==> config.mk <==
export PLATFORM = sky130hd
export DESIGN_NAME = memshare_vn_iblut_rank_seq
export DESIGN_NICKNAME = d
export VERILOG_FILES = /design/src/rtl/memshare_rank_pkg.sv /design/src/rtl/memshare_iblut_lane.sv /design/src/rtl/memshare_vn_iblut_rank.sv
export SDC_FILE = /design/constraint.sdc
export NUM_CORES = 1
export LEC_CHECK = 0
export ABC_CLOCK_PERIOD_IN_PS = 4700
export CORE_MARGIN = 2
export CORE_UTILIZATION = 25
export CTS_CLUSTER_DIAMETER = 40
export DETAILED_ROUTE_END_ITERATION = 6
export GPL_ROUTABILITY_DRIVEN = 0
export PLACE_DENSITY = 0.46
export SLEW_MARGIN = 20
export SYNTH_ARGS = -nofsm -noshare
export SYNTH_HDL_FRONTEND = slang
export SYNTH_SLANG_ARGS = --single-unit
==> constraint.sdc <==
create_clock -name sys_clk -period 4.7 [get_ports sys_clk]
set_clock_uncertainty 0.05 [all_clocks]
set_input_delay 0.94 -clock sys_clk [delete_from_list [all_inputs] [get_ports sys_clk]]
set_output_delay 0.94 -clock sys_clk [all_outputs]
set_load 0.05 [all_outputs]
==> src/rtl/memshare_rank_pkg.sv <==
// Shared types and sizing helpers for the VN IB-LUT rank.
// Lane depth depends on whether the lane carries one or two col-sel bits.
package memshare_rank_pkg;

    typedef enum logic [1:0] {
        ST_IDLE,
        ST_LOAD,
        ST_DONE
    } rank_state_t;

    localparam int DEF_NUM_LANE = 4;
    localparam int DEF_MSG_WIDTH = 4;
    localparam int DEF_BANK_NUM = 4;
    localparam logic [3:0] DEF_LANE_CFG = 4'b1010;

    function automatic int lane_depth(input logic cfg_bit, input int msg_width);
        return cfg_bit ? (1 << (msg_width + 2)) : (1 << (msg_width + 1));
    endfunction

    function automatic int rank_depth_max(
        input logic [31:0] cfg,
        input int num_lane,
        input int msg_width
    );
        int d;
        d = 0;
        for (int i = 0; i < num_lane; i++) begin
            if (lane_depth(cfg[i], msg_width) > d) begin
                d = lane_depth(cfg[i], msg_width);
            end
        end
        return d;
    endfunction

    localparam int D_MAX = rank_depth_max(32'(DEF_LANE_CFG), DEF_NUM_LANE, DEF_MSG_WIDTH);
    localparam int BEAT_NUM = D_MAX / DEF_BANK_NUM;

endpackage

==> src/rtl/memshare_iblut_lane.sv <==
// One VN lane LUT: bank-interleaved remap writes, pipelined reads.
// Writes past this lane's depth are dropped so GP1 lanes skip late beats.
module memshare_iblut_lane
    import memshare_rank_pkg::*;
#(
    parameter bit GP2 = 1'b0,
    parameter int DEPTH = 32,
    parameter int MSG_WIDTH = 4,
    parameter int SEL_WIDTH = 2,
    parameter int BANK_NUM = 4,
    parameter int READ_LAT = 2,
    parameter int BEAT_W = 4
) (
    input  logic                          clk,
    input  logic                          rst,
    input  logic                          wr_en,
    input  logic [BEAT_W-1:0]             beat_cnt,
    input  logic [MSG_WIDTH*BANK_NUM-1:0] wr_data,
    input  logic                          rd_en,
    input  logic [SEL_WIDTH-1:0]          rd_sel,
    input  logic [MSG_WIDTH-1:0]          rd_msg,
    output logic [MSG_WIDTH-1:0]          rd_data
);

    localparam int AW = $clog2(DEPTH);
    localparam int BK_SH = $clog2(BANK_NUM);
    localparam int FW = BEAT_W + BK_SH + 1;

    logic [MSG_WIDTH-1:0] mem [DEPTH];
    logic [MSG_WIDTH-1:0] pipe [READ_LAT];
    logic [FW-1:0]        wa [BANK_NUM];
    logic [AW-1:0]        ra;

    for (genvar k = 0; k < BANK_NUM; k++) begin : g_wa
        assign wa[k] = (FW'(beat_cnt) << BK_SH) | FW'(k);
    end

    if (GP2) begin : g_gp2
        assign ra = AW'({rd_sel[1:0], rd_msg});
    end else begin : g_gp1
        assign ra = AW'({rd_sel[0], rd_msg});
    end

    always_ff @(posedge clk) begin
        for (int k = 0; k < BANK_NUM; k++) begin
            if (wr_en && (wa[k] < FW'(DEPTH))) begin
                mem[wa[k][AW-1:0]] <= wr_data[k*MSG_WIDTH +: MSG_WIDTH];
            end
        end
    end

    // Data is captured at acceptance, so later remap writes cannot leak in.
    always_ff @(posedge clk) begin
        if (rst) begin
            for (int i = 0; i < READ_LAT; i++) begin
                pipe[i] <= '0;
            end
        end else begin
            if (rd_en) begin
                pipe[0] <= mem[ra];
            end
            for (int i = 1; i < READ_LAT; i++) begin
                pipe[i] <= pipe[i-1];
            end
        end
    end

    assign rd_data = pipe[READ_LAT-1];

endmodule

==> src/rtl/memshare_vn_iblut_rank.sv <==
// Rank of VN IB-LUT lanes with a handshaked remap loader and a
// pipelined valid/ready read path; loads lock out new reads.
module memshare_vn_iblut_rank_seq
    import memshare_rank_pkg::*;
#(
    parameter int NUM_LANE = DEF_NUM_LANE,
    parameter int MSG_WIDTH = DEF_MSG_WIDTH,
    parameter int GP2_COL_SEL_WIDTH = 2,
    parameter logic [NUM_LANE-1:0] LANE_CFG = DEF_LANE_CFG,
    parameter int BANK_NUM = DEF_BANK_NUM,
    parameter int READ_LAT = 2
) (
    input  logic                                   sys_clk,
    input  logic                                   rst,
    input  logic                                   rd_valid_i,
    output logic                                   rd_ready_o,
    input  logic [NUM_LANE*GP2_COL_SEL_WIDTH-1:0]  col_sel_vec_i,
    input  logic [NUM_LANE*MSG_WIDTH-1:0]          c2v_msg_vec_i,
    output logic [NUM_LANE*MSG_WIDTH-1:0]          v2c_msg_vec_o,
    output logic                                   v2c_valid_o,
    input  logic                                   remap_start_i,
    input  logic                                   remap_abort_i,
    input  logic                                   remap_valid_i,
    output logic                                   remap_ready_o,
    input  logic [NUM_LANE*MSG_WIDTH*BANK_NUM-1:0] remap_data_vec_i,
    output logic                                   remap_busy_o,
    output logic                                   remap_done_o
);

    localparam int DMAX = rank_depth_max(32'(LANE_CFG), NUM_LANE, MSG_WIDTH);
    localparam int NBEAT = DMAX / BANK_NUM;
    localparam int BEAT_W = (NBEAT > 1) ? $clog2(NBEAT) : 1;
    localparam int BW = MSG_WIDTH * BANK_NUM;
    localparam int SW = GP2_COL_SEL_WIDTH;

    rank_state_t         state;
    rank_state_t         state_nxt;
    logic [BEAT_W-1:0]   beat_cnt;
    logic [READ_LAT-1:0] rd_vld;
    logic                beat_last;
    logic                beat_fire;
    logic                wr_en;
    logic                rd_fire;

    assign beat_last = (beat_cnt == BEAT_W'(NBEAT - 1));

    always_ff @(posedge sys_clk) begin
        if (rst) begin
            state <= ST_IDLE;
        end else begin
            state <= state_nxt;
        end
    end

    always_comb begin
        state_nxt     = state;
        rd_ready_o    = 1'b0;
        remap_ready_o = 1'b0;
        remap_busy_o  = 1'b0;
        remap_done_o  = 1'b0;
        beat_fire     = 1'b0;
        unique case (state)
            ST_IDLE: begin
                rd_ready_o = !remap_start_i;
                if (remap_start_i) begin
                    state_nxt = ST_LOAD;
                end
            end
            ST_LOAD: begin
                remap_ready_o = 1'b1;
                remap_busy_o  = 1'b1;
                if (remap_abort_i) begin
                    state_nxt = ST_IDLE;
                end else if (remap_valid_i) begin
                    beat_fire = 1'b1;
                    if (beat_last) begin
                        state_nxt = ST_DONE;
                    end
                end
            end
            ST_DONE: begin
                remap_done_o = 1'b1;
                state_nxt    = ST_IDLE;
            end
            default: state_nxt = ST_IDLE;
        endcase
    end

    assign wr_en   = beat_fire && !rst;
    assign rd_fire = rd_valid_i && rd_ready_o;

    // Counter only survives while the loader stays in LOAD.
    always_ff @(posedge sys_clk) begin
        if (rst || (state_nxt != ST_LOAD)) begin
            beat_cnt <= '0;
        end else if (beat_fire) begin
            beat_cnt <= beat_cnt + 1'b1;
        end
    end

    always_ff @(posedge sys_clk) begin
        if (rst) begin
            rd_vld <= '0;
        end else begin
            rd_vld[0] <= rd_fire;
            for (int i = 1; i < READ_LAT; i++) begin
                rd_vld[i] <= rd_vld[i-1];
            end
        end
    end

    assign v2c_valid_o = rd_vld[READ_LAT-1];

    for (genvar i = 0; i < NUM_LANE; i++) begin : g_lane
        memshare_iblut_lane #(
            .GP2       (LANE_CFG[i]),
            .DEPTH     (lane_depth(LANE_CFG[i], MSG_WIDTH)),
            .MSG_WIDTH (MSG_WIDTH),
            .SEL_WIDTH (SW),
            .BANK_NUM  (BANK_NUM),
            .READ_LAT  (READ_LAT),
            .BEAT_W    (BEAT_W)
        ) u_lane (
            .clk      (sys_clk),
            .rst      (rst),
            .wr_en    (wr_en),
            .beat_cnt (beat_cnt),
            .wr_data  (remap_data_vec_i[i*BW +: BW]),
            .rd_en    (rd_fire),
            .rd_sel   (col_sel_vec_i[i*SW +: SW]),
            .rd_msg   (c2v_msg_vec_i[i*MSG_WIDTH +: MSG_WIDTH]),
            .rd_data  (v2c_msg_vec_o[i*MSG_WIDTH +: MSG_WIDTH])
        );
    end

endmodule

* After elaboration in Yosys (flattened, before gate mapping) *
Memories as Yosys holds them, arrays and structs flattened.
Cells that the tools add are included.
Widths: inputs -> output; s select.

storage, ports and cells
  bits in registers = 8
  output and inout bits = 21
  logic and storage cells = 87
  memory bits (writable) = 800
  ROM bits = 0
  bits in latches = 0
  memories = 8
  bits of input ports = 94

operators by class
  reductions and logical operators = 14
  shift-type cells = 0
  multipliers = 0
  divide/modulo/power cells = 0
  equality and inequality tests = 4
  mux-type cells = 41
  bitwise operators = 8
  $lt $le $gt $ge = 8
  add/sub/neg operators = 1

memory list
  memory                 depth  width  rd ports  clocked after Yosys merged registers in  write ports  RTL line                   RTL
  g_lane[1].u_lane.mem   64     4      1         0                                        4            memshare_iblut_lane.sv:29  logic [MSG_WIDTH-1:0] mem [DEPTH];
  g_lane[3].u_lane.mem   64     4      1         0                                        4            memshare_iblut_lane.sv:29
  g_lane[0].u_lane.mem   32     4      1         0                                        4            memshare_iblut_lane.sv:29
  g_lane[2].u_lane.mem   32     4      1         0                                        4            memshare_iblut_lane.sv:29
  g_lane[0].u_lane.pipe  2      4      2         0                                        2            memshare_iblut_lane.sv:30  logic [MSG_WIDTH-1:0] pipe [READ_LAT];
  g_lane[1].u_lane.pipe  2      4      2         0                                        2            memshare_iblut_lane.sv:30
  +2 memories            n/a    n/a    n/a       n/a                                      n/a          n/a

operators with widths
  kind                 number
  $mux 4               8
  $lt 6x7->1 const B   4
  $mux 1               28
  $lt 6x6->1 const B   4
  $logic_and 1x1->1    10
  $mux 2               4
  $or 1x1->1           8
  $add 4x1->4 const B  1
  $eq 4x4->1 const B   1
  $pmux 2 s2           1
  $eq 2x1->1 const B   1
  $eq 2x2->1 const B   1
  $logic_not 1->1      2
  $logic_not 2->1      1
  $ne 2x1->1 const B   1
  $logic_or 1x1->1     1

* Logic depth before layout (Yosys ltp) *
Gate-level depths: netlist of run 1.

  depth after elaboration = 7
  gate-level depth with buffers = 9
  depth with buffers taken out = 5

* Modules after synthesis *
From an unflattened synthesis of run 1, not the netlist that was laid out.

unflattened totals
  cells, all modules = 1,445
  area, all modules = 31,636.6 sq um

modules (own cells, without submodules)
  module                                      times used  area each (sq um)  cells each
  memshare_iblut_lane (g_lane[1].u_lane ...)  2           10,264.8           467
  memshare_iblut_lane (g_lane[0].u_lane ...)  2           5,345.1            236
  memshare_vn_iblut_rank_seq                  1           416.6              39

* Least setup slack after synthesis of run 1 *
OpenSTA, ideal clock, no wires.

  kind = reg2reg
  start point = reg state[0]
  end point = mem g_lane[0].u_lane.mem[0][0], enable pin
  setup slack = -0.454 ns
  clock period less this slack = 5.154 ns
  stages on the path, launching flop included = 7
  setup time = 0.468 ns
  arrival = 4.636 ns
  path through = dfxtp_1 nor2b_1 and3b_1 clkbuf_1 nor2b_1 nor3b_1 nor3b_1

RTL lines
  element                 RTL line                      RTL
  from (decl)             memshare_vn_iblut_rank.sv:36  rank_state_t state;
  from (signal assigned)  memshare_vn_iblut_rank.sv:51  state <= state_nxt;
  to (decl)               memshare_iblut_lane.sv:29

* Worst setup path in the final report of run 1 *
  start point = in remap_start_i
  end point = out rd_ready_o

between the ends
  longest elaborated chain between the ends = 2

ends and longest elaborated chain
  element          RTL line                      RTL
  from (decl)      memshare_vn_iblut_rank.sv:21  input logic remap_start_i,
  $logic_not 1->1  memshare_vn_iblut_rank.sv:64  rd_ready_o = !remap_start_i;
  $mux 1           memshare_vn_iblut_rank.sv:62  unique case (state)
  to (decl)        memshare_vn_iblut_rank.sv:16  output logic rd_ready_o,

No other way between the ends.

==> results of run 1 <==
-- per-layer routing --
metal	vias to the layer above	track usage [%]	part of all wire [%]
li1	6165	-	-
met3	104	2.45	4.7
met2	305	19.4	50
met5	-	0	0.080
met4	8	3.45	1.9
met1	7754	15.0	44
-- cell usage after synthesis (all sizes together) (2+ instances only) --
cell type / n
o22ai: 18
clkbuf: 26
o211ai: 2
nor3b: 5
o32ai: 2
and3: 2
o22a: 2
a22o: 9
dfxtp: 8
a21oi: 5
mux2: 2
edfxtp: 800
o31ai: 2
o21ai: 13
a31oi: 2
xor2: 2
or2: 3
o2111ai: 3
nor3: 8
inv: 5
nand2b: 14
nor4: 3
nand2: 18
mux4: 211
nor2: 44
buf: 57
a211oi: 6
o221ai: 4
mux2i: 20
or3: 2
nor2b: 26
nand3b: 2
nand3: 3
ha: 4
-- through the flow --
stage	utilization, %	hold WS [ns]
floorplan	-	0.364
global placement	28.0	0.388
detailed placement	28.0	0.388
CTS	31.3	0.402
global route	31.3	0.413
finish	31.3	0.396
-- flip-flops by register name, indices dropped and copies added (netlist names) --
name                flops
state                   2
rd_vld                  2
g_lane.u_lane.mem     768
g_lane.u_lane.pipe     32
beat_cnt                4
-- power by group through the flow --
stage,Clock (mW),Combinational [mW],Sequential [mW]
finish,8.85,0.745,7.97
CTS,9.07,0.775,7.97
detailed placement,0,0.772,8.12
global placement,0,0.768,8.12
floorplan,0,0.415,8.12
global route,9.36,0.809,7.97
-- critical path: cells and delay by family --
family / cells / cell delay [ns]
buffers and inverters: 2 / 1.26
AND/OR/NAND/NOR: 1 / 0.20
-- final timing paths --
path	startpoint	endpoint	slack [ns]	cells past startpoint
worst min register to register	rd_vld[0]	rd_vld[1]	0.40	1
worst max-delay path	remap_start_i	rd_ready_o	1.31	3
worst max register to register	state[1]	g_lane[3].u_lane.mem[54][1]	1.50	6
worst min-delay path	rd_vld[0]	rd_vld[1]	0.40	1
-- cell families (layout without fill, tap and decap cells) --
kind of cell | count (synthesis) | after routing | share of synthesized area, %
other | 1 | 16 | 0.0121
and+or+nand+nor | 134 | 134 | 2.22
adders and majority gates | 4 | 4 | 0.162
AOI/OAI and AO/OA | 74 | 74 | 1.69
buffers and inverters | 88 | 394 | 1.50
xor gates and xnor gates | 3 | 3 | 0.0850
DFF | 808 | 808 | 78.2
muxes | 233 | 233 | 16.1
-- layout make-up --
type,count,share of cell area (%)
Sequential cell,808,62.8
Multi-Input combinational cell,464,16.9
Clock buffer,124,7.73
Tap cell,1637,5.32
Timing Repair Buffer,173,4.43
Clock inverter,92,2.75
Inverter,5,0.0487
==> metrics.md, run 1 <==
| Metric | Value |
|---|---|
| Endpoints failing setup | 0 |
| Measured slew at the worst slew-check pin | 0.791 ns |
| Detailed Route WL | 72700 um |
| Remaining Overflow, GRT | 0 |
| Worst path cell trace | clkdlybuf4s50_1, nor3_1, clkdlybuf4s50_1 |
| Fill cell count | 11700 |
| Setup crit end kind | output pin |
| Fin crit period | 3.39 ns |
| Rows | 129 |
| Final WS setup | 1.31 ns |
| Post-Layout Cell Count | 3303 |
| Post-synthesis sequential area ratio | 78.2% |
| Place WS | 0.734 ns |
| Leakage power | 12.0 nW |
| Seq pwr share | 45.4% |
| CP most frequent cell | clkdlybuf4s50_1 |
| Worst EP arrival | 2.40 ns |
| Cells after synthesis | 1345 |
| Status | finished clean |
| Clock root buffer | clkbuf_16 |
| Die area | 127000 sq um |
| Final instance area | 38500 sq um |
| Initial Utilization | 25.1% |
| Final Hold Violating Endpoints | 0 |
| CTS tree | yes |
| Share of post-route cells with drive strength above 1 | 30.4% |
| Clk_lat worst skew | 0.68 ns |
| Vias per std cell | 4.34 |
| CTS buffer count | 116 |
| FF+latch area | 24200 sq um |
| Pin count of the biggest net entering global routing | 33 |
| Routed Antenna Nets | 0 |
| Syn avg cell area | 23.0 sq um |
| # nets final | 1666 |
| RSZ-0062 raised after global routing | no |
| CP peak stage delay | 0.85 ns |
| Cell Area, Synth | 30900 sq um |
| Clk network pwr share | 50.4% |
| Most common cell after layout, fill and taps aside | edfxtp_1 |
| Unique masters post-synth | 52 |
| Area post-placement | 34500 sq um |
| Die width | 356 um |
| Post-DR wirelength/cell | 22.0 um |
| P_sw | 3.81 mW |
| YS warnings | 0 |
| Synth top area share | 77.7% |
| Cts hold-fix bufs | 0 |
| Longest Clk Path Bufs | 3 |
| Die height | 356 um |
| Most frequent cells in the layout | 800 x edfxtp_1, 208 x mux4_2, 118 x clkbuf_16, 103 x clkdlybuf4s50_1, 51 x buf_4 |
| Switching Fraction | 21.7% |
| Port bufs | 112 |
| CP max-delay cell | clkdlybuf4s50_1 |
| Rel. slew slack | 47.1% |
| Max capacitance violation total | 0 |
| Req. time, crit path | 3.71 ns |
| Reg clk slew, reported paths | 0.06 ns |
| Final worst path period share | 72.1% |
| Dpl cells | 3087 |
| Final Max Slew Viols | 0 |
| I/O pins | 115 |
| GRT Total Usage | 11.6% |
| Synthesis-stage register bit count | 808 |
| Combinational Power Share | 4.2% |
| Total number of vias | 14300 |
| Post-synth EDFFs | 800 |
| Setup bufs post-CTS | 0 |
| Main synth FF type | edfxtp_1 |
| Critical path class | input port to output pin |
| Iter 0 DRT Violations | 879 |
| Vias in the first global route | 15700 |
| Area grow syn2layout | 24.5% |
| H-tree depth | 3 |
| VDD IR max | 358 uV |
| CTS resizes | 0 |
| Multi-input logic area | 6520 sq um |
| Crit Path Max Fanout | 2 |
| Final Power | 17.6 mW |
| CTS Sinks | 808 |
| Core area | 123000 sq um |
| Initial antenna violation count | 5 |
| DP Wirelength | 44200 um |
| Final setup TNS | 0 ns |
| Max Fclk | 295 MHz |
| Worst hold path class | register to register |
| Cell taking the most area after synthesis | edfxtp_1 |
| Power Internal | 13.8 mW |
| Power density cells | 456 nW/um^2 |
| FFs w/ async S/R, synth | 0% |
| DRT Pass-1 Iters | 7 |
| CP Launch Type | input port |
| Largest cells by area after synthesis | edfxtp_1 78%, mux4_2 15%, mux2i_1 0.65%, nor2_1 0.53%, nor2b_1 0.53% |
| Diode count | 0 |
| # DRC | 0 |
| First-pass GRT wire length | 107000 um |
No activity file was read; power rests on OpenSTA's default activity.
==> run 2, diff against run 1 <==
--- a/config.mk
+++ b/config.mk
@@ -5,7 +5,7 @@
 export SDC_FILE = /design/constraint.sdc
 export NUM_CORES = 1
 export LEC_CHECK = 0
-export ABC_CLOCK_PERIOD_IN_PS = 4700
+export ABC_CLOCK_PERIOD_IN_PS = 2800
 export CORE_MARGIN = 2
 export CORE_UTILIZATION = 25
 export CTS_CLUSTER_DIAMETER = 40
==> constraint.sdc (replaced) <==
create_clock -name sys_clk -period 2.8 [get_ports sys_clk]
set_clock_uncertainty 0.05 [all_clocks]
set_input_delay 0.56 -clock sys_clk [delete_from_list [all_inputs] [get_ports sys_clk]]
set_output_delay 0.56 -clock sys_clk [all_outputs]
set_load 0.05 [all_outputs]
==> run 2 against run 1 <==
Compared with the run above: flip-flop and latch count unchanged; total power increased by 67%; cell count increased by 1.5%; via count increased by 0.76%; largest power group unchanged.
==> metrics.md, run 2 (synthesized netlist as in run 1, its figures left out) <==
| Metric | Value |
|---|---|
| Max Fclk | 375 MHz |
| # nets final | 1711 (+2.7%) |
| Iter 0 DRT Violations | 904 (+2.8%) |
| Rel. slew slack | 46.5% (-0.64 points) |
| Die width | 356 um (unchanged) |
| Dpl cells | 3133 (+1.5%) |
| Final setup TNS | 0 ns (unchanged) |
| GRT Total Usage | 11.5% (-0.015 points) |
| Final Hold Violating Endpoints | 0 (unchanged) |
| DRT Pass-1 Iters | 4 (-3) |
| Leakage power | 12.3 nW (+3.0%) |
| FF-to-FF path depth | 6 (unchanged) |
| Worst EP arrival | 2.06 ns (-0.34 ns) |
| Crit Path Max Fanout | 4 (+2) |
| Port bufs | 112 (unchanged) |
| Area post-placement | 35400 sq um (+2.7%) |
| Fill cell count | 11700 (-0.17%) |
| VDD IR max | 557 uV (+55%) |
| Req. time, crit path | 2.19 ns (-1.52 ns) |
| Worst hold path class | input port to register |
| Endpoints failing setup | 0 (unchanged) |
| CTS buffer count | 115 (-0.86%) |
| # DRC | 0 (unchanged) |
| Max capacitance violation total | 0 (unchanged) |
| Share of post-route cells with drive strength above 1 | 32.6% (+2.2 points) |
| Longest Clk Path Bufs | 3 (unchanged) |
| Pin count of the biggest net entering global routing | 33 (unchanged) |
| Area grow syn2layout | 27.4% |
| DP Wirelength | 45700 um (+3.5%) |
| Reg clk slew, reported paths | 0.06 ns (about the same) |
| Final WS setup | 0.131 ns (-1.18 ns) |
| Critical path class | register to output pin |
| Post-layout util | 32.0% (+0.72 points) |
| CTS Sinks | 808 (unchanged) |
| Worst hold slack | 0.397 ns (+0.00126 ns) |
| I/O pins | 115 (unchanged) |
| Vias per std cell | 4.31 (-0.68%) |
| Crit path launch | state[1] |
| Clock root buffer | clkbuf_16 |
| Post-Layout Cell Count | 3351 (+1.5%) |
| Final worst path period share | 95.3% |
| Post-DR wirelength/cell | 21.7 um (-1.3%) |
| Initial antenna violation count | 4 (-1) |
| Place WS | 0.0226 ns (-0.712 ns) |
| Most frequent cells in the layout | 800 x edfxtp_1, 208 x mux4_2, 118 x clkbuf_16, 101 x clkdlybuf4s50_1, 58 x buf_12 |
| Worst R2R Start | state[1] |
| Power density cells | 744 nW/um^2 (+63%) |
| Cts hold-fix bufs | 0 (unchanged) |
| Setup crit end | remap_busy_o |
| Remaining Overflow, GRT | 0 (unchanged) |
| Vias in the first global route | 15800 (+0.90%) |
| Die height | 356 um (unchanged) |
| Clk_lat worst skew | 0.68 ns (about the same) |
| First-pass GRT wire length | 107000 um (+0.14%) |
| Fin crit period | 2.67 ns |
| Core area | 123000 sq um (unchanged) |
| CP Launch Type | register |
| Most common cell after layout, fill and taps aside | edfxtp_1 |
| Status | finished clean |
| Measured slew at the worst slew-check pin | 0.800 ns (+0.00951 ns) |
| R2R Path End | g_lane[0].u_lane.mem[2][2] |
| Final Max Slew Viols | 0 (unchanged) |
| Detailed Route WL | 72900 um (+0.17%) |
| Total number of vias | 14400 (+0.76%) |
| Setup crit end kind | output pin |
| H-tree depth | 3 (unchanged) |
| Initial Utilization | 25.1% (unchanged) |
| Die area | 127000 sq um (unchanged) |
| Rows | 129 (unchanged) |
| CTS tree | yes |
| Max reg flops | 768 (unchanged) |
| Routed Antenna Nets | 0 (unchanged) |
| R2r setup slk | 0.56 ns (-0.94 ns) |
| RSZ-0062 raised after global routing | no |
| Final instance area | 39400 sq um (+2.3%) |
| Final Power | 29.3 mW (+67%) |
## run 2: changes by cell type in the layout (fill, tap and decap cells not counted), moves of 3 or more
cell       delta
clkinv_2      +4
bufinv_16     -3
inv_6         -8
buf_12       +45
## run 2: worst min path at each step
stage,from,to,cells past startpoint
detailed placement,g_lane[3].u_lane.pipe[0][2],g_lane[3].u_lane.pipe[0][6],1
global route,rst,g_lane[1].u_lane.pipe[0][6],2
floorplan,rd_vld[0],rd_vld[1],1
finish,rst,g_lane[1].u_lane.pipe[0][6],2
CTS,rst,g_lane[1].u_lane.pipe[0][6],2
global placement,g_lane[3].u_lane.pipe[0][0],g_lane[3].u_lane.pipe[0][4],1
## run 2: critical path, stage by stage, from the launching register on
cell and delay (ns):
dfxtp_1 0.38, nor2b_4 0.18, clkdlybuf4s50_1 0.83
## run 2: final cells by class
| cell class | count | area (sq um) | share of cell area (%) |
|---|---|---|---|
| Clock inverter | 90 | 976 | 2.48 |
| Timing Repair Buffer | 219 | 2610 | 6.62 |
| Clock buffer | 126 | 3000 | 7.62 |
| Tap cell | 1637 | 2050 | 5.20 |
| Antenna cell | 2 | 5.00 | 0.0127 |
| Sequential cell | 808 | 24200 | 61.4 |
| Multi-Input combinational cell | 464 | 6550 | 16.6 |
| Inverter | 5 | 18.8 | 0.0476 |
## run 2: where the power goes
| part | total (mW) | internal, mW | switching (mW) | leakage, nW |
|---|---|---|---|---|
| Combinational | 1.32 | 0.587 | 0.732 | 3.13 |
| Sequential | 13.4 | 13.4 | 0.0228 | 7.30 |
| Clock | 14.6 | 8.98 | 5.64 | 1.92 |
## run 2: per-layer routing
metal / up-vias / global-route usage [%] / wire length [um]
met5: - / 0 / 21
met1: 7729 / 14.9 / 31500
met3: 121 / 2.33 / 3580
met2: 312 / 19.5 / 36100
met4: 4 / 3.65 / 1600
li1: 6279 / - / -
## run 2: what timing repair did
item                                    4_1_cts  5_1_grt
endpoints found under the setup margin        1        0
resized for setup                             1        0
setup buffers                                 0        0
==> run 3, diff against run 2 <==
--- a/config.mk
+++ b/config.mk
@@ -7,11 +7,12 @@
 export LEC_CHECK = 0
 export ABC_CLOCK_PERIOD_IN_PS = 2800
 export CORE_MARGIN = 2
-export CORE_UTILIZATION = 25
+export CORE_UTILIZATION = 50
 export CTS_CLUSTER_DIAMETER = 40
 export DETAILED_ROUTE_END_ITERATION = 6
 export GPL_ROUTABILITY_DRIVEN = 0
-export PLACE_DENSITY = 0.46
+export HOLD_SLACK_MARGIN = 0.1
+export PLACE_DENSITY = 0.75
 export SLEW_MARGIN = 20
 export SYNTH_ARGS = -nofsm -noshare
 export SYNTH_HDL_FRONTEND = slang
==> run 3 against run 2 <==
Compared with the run above: clock-buffer cell count shrank 18; combinational power decreased by 3%; non-clock buffer count is 10 lower; sequential share of layout area rose by 2.8 points; design area fell by 4.4%; register-to-register slack got worse by 0.10 ns; clock power down 10%; critical path depth unchanged; critical path type unchanged; cell count fell by 26%; sequential power about the same; flip-flop and latch count is the same; routed wire length down 11%.
==> metrics.md, run 3 (synthesized netlist as in run 1, its figures left out) <==
| Metric | Value |
|---|---|
| Most common cell after layout, fill and taps aside | edfxtp_1 |
| Dpl cells | 2276 (-27%) |
| Pin count of the biggest net entering global routing | 54 (+64%) |
| Routed Antenna Nets | 0 (unchanged) |
| CTS tree | yes |
| Die height | 253 um (-29%) |
| Initial antenna violation count | 3 (-1) |
| Total number of vias | 14600 (+1.1%) |
| RSZ-0062 raised after global routing | no |
| Vias in the first global route | 15600 (-1.1%) |
| CTS buffer count | 100 (-13%) |
| Area post-placement | 34200 sq um (-3.5%) |
| Longest Clk Path Bufs | 3 (unchanged) |
| Critical path class | register to output pin |
| Rel. slew slack | 51.5% (+5.0 points) |
| Rows | 91 (-29%) |
| Area grow syn2layout | 21.8% |
| Worst hold path class | register to register |
| Final setup TNS | 0 ns (unchanged) |
| Clock root buffer | clkbuf_16 |
| Core area | 61400 sq um (-50%) |
| Iter 0 DRT Violations | 1405 (+55%) |
| Clk_lat worst skew | 0.65 ns (-0.03 ns) |
| Final Max Slew Viols | 0 (unchanged) |
| # DRC | 0 (unchanged) |
| Measured slew at the worst slew-check pin | 0.726 ns (-0.0747 ns) |
| Status | finished clean |
| CP Launch Type | register |
| Die width | 253 um (-29%) |
| Final worst path period share | 94.2% (-1.1 points) |
| Req. time, crit path | 2.19 ns (about the same) |
| Crit Path Max Fanout | 4 (unchanged) |
| Most frequent cells in the layout | 800 x edfxtp_1, 208 x mux4_2, 101 x clkdlybuf4s50_1, 100 x clkbuf_16, 51 x buf_12 |
| Remaining Overflow, GRT | 0 (unchanged) |
| Port bufs | 112 (unchanged) |
| Final instance area | 37700 sq um (-4.4%) |
| Worst EP arrival | 2.03 ns (-0.03 ns) |
| H-tree depth | 3 (unchanged) |
| Fin crit period | 2.64 ns (-0.0304 ns) |
| Max capacitance violation total | 0 (unchanged) |
| Reg clk slew, reported paths | 0.06 ns (about the same) |
| Post-Layout Cell Count | 2464 (-26%) |
| I/O pins | 115 (unchanged) |
| DP Wirelength | 37200 um (-19%) |
| CTS Sinks | 808 (unchanged) |
| Final WS setup | 0.161 ns (+0.0304 ns) |
| Initial Utilization | 50.4% (+25 points) |
| Share of post-route cells with drive strength above 1 | 30.6% (-2.0 points) |
| Endpoints failing setup | 0 (unchanged) |
| VDD IR max | 596 uV (+7.0%) |
| Max reg flops | 768 (unchanged) |
| FF+latch area | 24200 sq um (unchanged) |
| Die area | 63800 sq um (-50%) |
| Cts hold-fix bufs | 0 (unchanged) |
| First-pass GRT wire length | 97500 um (-8.9%) |
| Final Hold Violating Endpoints | 0 (unchanged) |
| Post-DR wirelength/cell | 26.2 um (+21%) |
| Vias per std cell | 5.93 (+37%) |
| Power density cells | 737 nW/um^2 (-1.0%) |
| DRT Pass-1 Iters | 5 (+1) |
| CP max-delay cell | clkdlybuf4s50_1 |
| # nets final | 1686 (-1.5%) |
| Final Power | 27.8 mW (-5.4%) |
| Worst path cell trace | nor2b_4, clkdlybuf4s50_1 |
| Family with the most delay on the worst path | buffers and inverters |
| Worst Path Buf+Inv | 1 (unchanged) |
| Multi-input logic area | 6550 sq um (about the same) |
| GRT Total Usage | 20.8% (+9.3 points) |
| Leakage power | 12.0 nW (-2.5%) |
| Fill cell count | 3956 (-66%) |
| Detailed Route WL | 64700 um (-11%) |
| Max Fclk | 379 MHz (+1.2%) |
| Place WS | -0.0517 ns (-0.0743 ns) |
| Setup crit end kind | output pin |
| CP peak stage delay | 0.82 ns (about the same) |
## run 3: cell types whose count changed in the layout (fill, tap and decap cells not counted), moves of 4 or more
cell / change
clkinv_4: -5
clkbuf_16: -18
clkinv_1: +4
buf_12: -7
clkinvlp_4: -6
clkinv_2: -7
## run 3: repair_timing
action                     CTS  global route
buffers inserted             0             0
resized for setup            1             0
setup endpoints to repair    1             0
## run 3: path summary, 6_finish.rpt
check,startpoint,end,slack (ns),cells past startpoint
setup / recovery,state[1],remap_busy_o,0.16,2
hold / removal,rd_vld[0],rd_vld[1],0.40,1
setup reg to reg,state[1],g_lane[0].u_lane.mem[0][1],0.46,6
hold reg to reg,rd_vld[0],rd_vld[1],0.40,1
## run 3: cell type report
| class | instances | share of cell area (%) |
|---|---|---|
| Tap cell | 790 | 2.62 |
| Inverter | 5 | 0.0498 |
| Clock buffer | 108 | 6.75 |
| Timing Repair Buffer | 209 | 6.50 |
| Antenna cell | 2 | 0.0133 |
| Clock inverter | 78 | 2.46 |
| Multi-Input combinational cell | 464 | 17.4 |
| Sequential cell | 808 | 64.2 |
## run 3: worst reg2reg max path, delay by kind of cell (launching register included)
kind,cells,cell delay (ns)
AND/OR/NAND/NOR,5,1.33
flip-flops,1,0.38
buffers and inverters,1,0.25
## run 3: per-stage QoR
stage | hold slack, ns | util, %
2_1_floorplan | 0.364 | -
3_3_place_gp | 0.392 | 55.7
3_5_place_dp | 0.403 | 55.7
4_1_cts | 0.406 | 61.4
5_1_grt | 0.408 | 61.4
6_report | 0.399 | 61.4
## run 3: report_power, final
part	switching [mW]	leakage, nW	internal (mW)
Clock	5.17	1.67	7.93
Combinational	0.693	3.07	0.590
Sequential	0.0194	7.30	13.4
## run 3: routing by layer
layer	GRT usage [%]	vias to the layer above	part of all wire, %
li1	-	6216	-
met1	27.4	7650	39
met3	3.96	104	7.4
met2	35.2	628	51
met5	0	-	0.020
met4	7.24	2	2.5
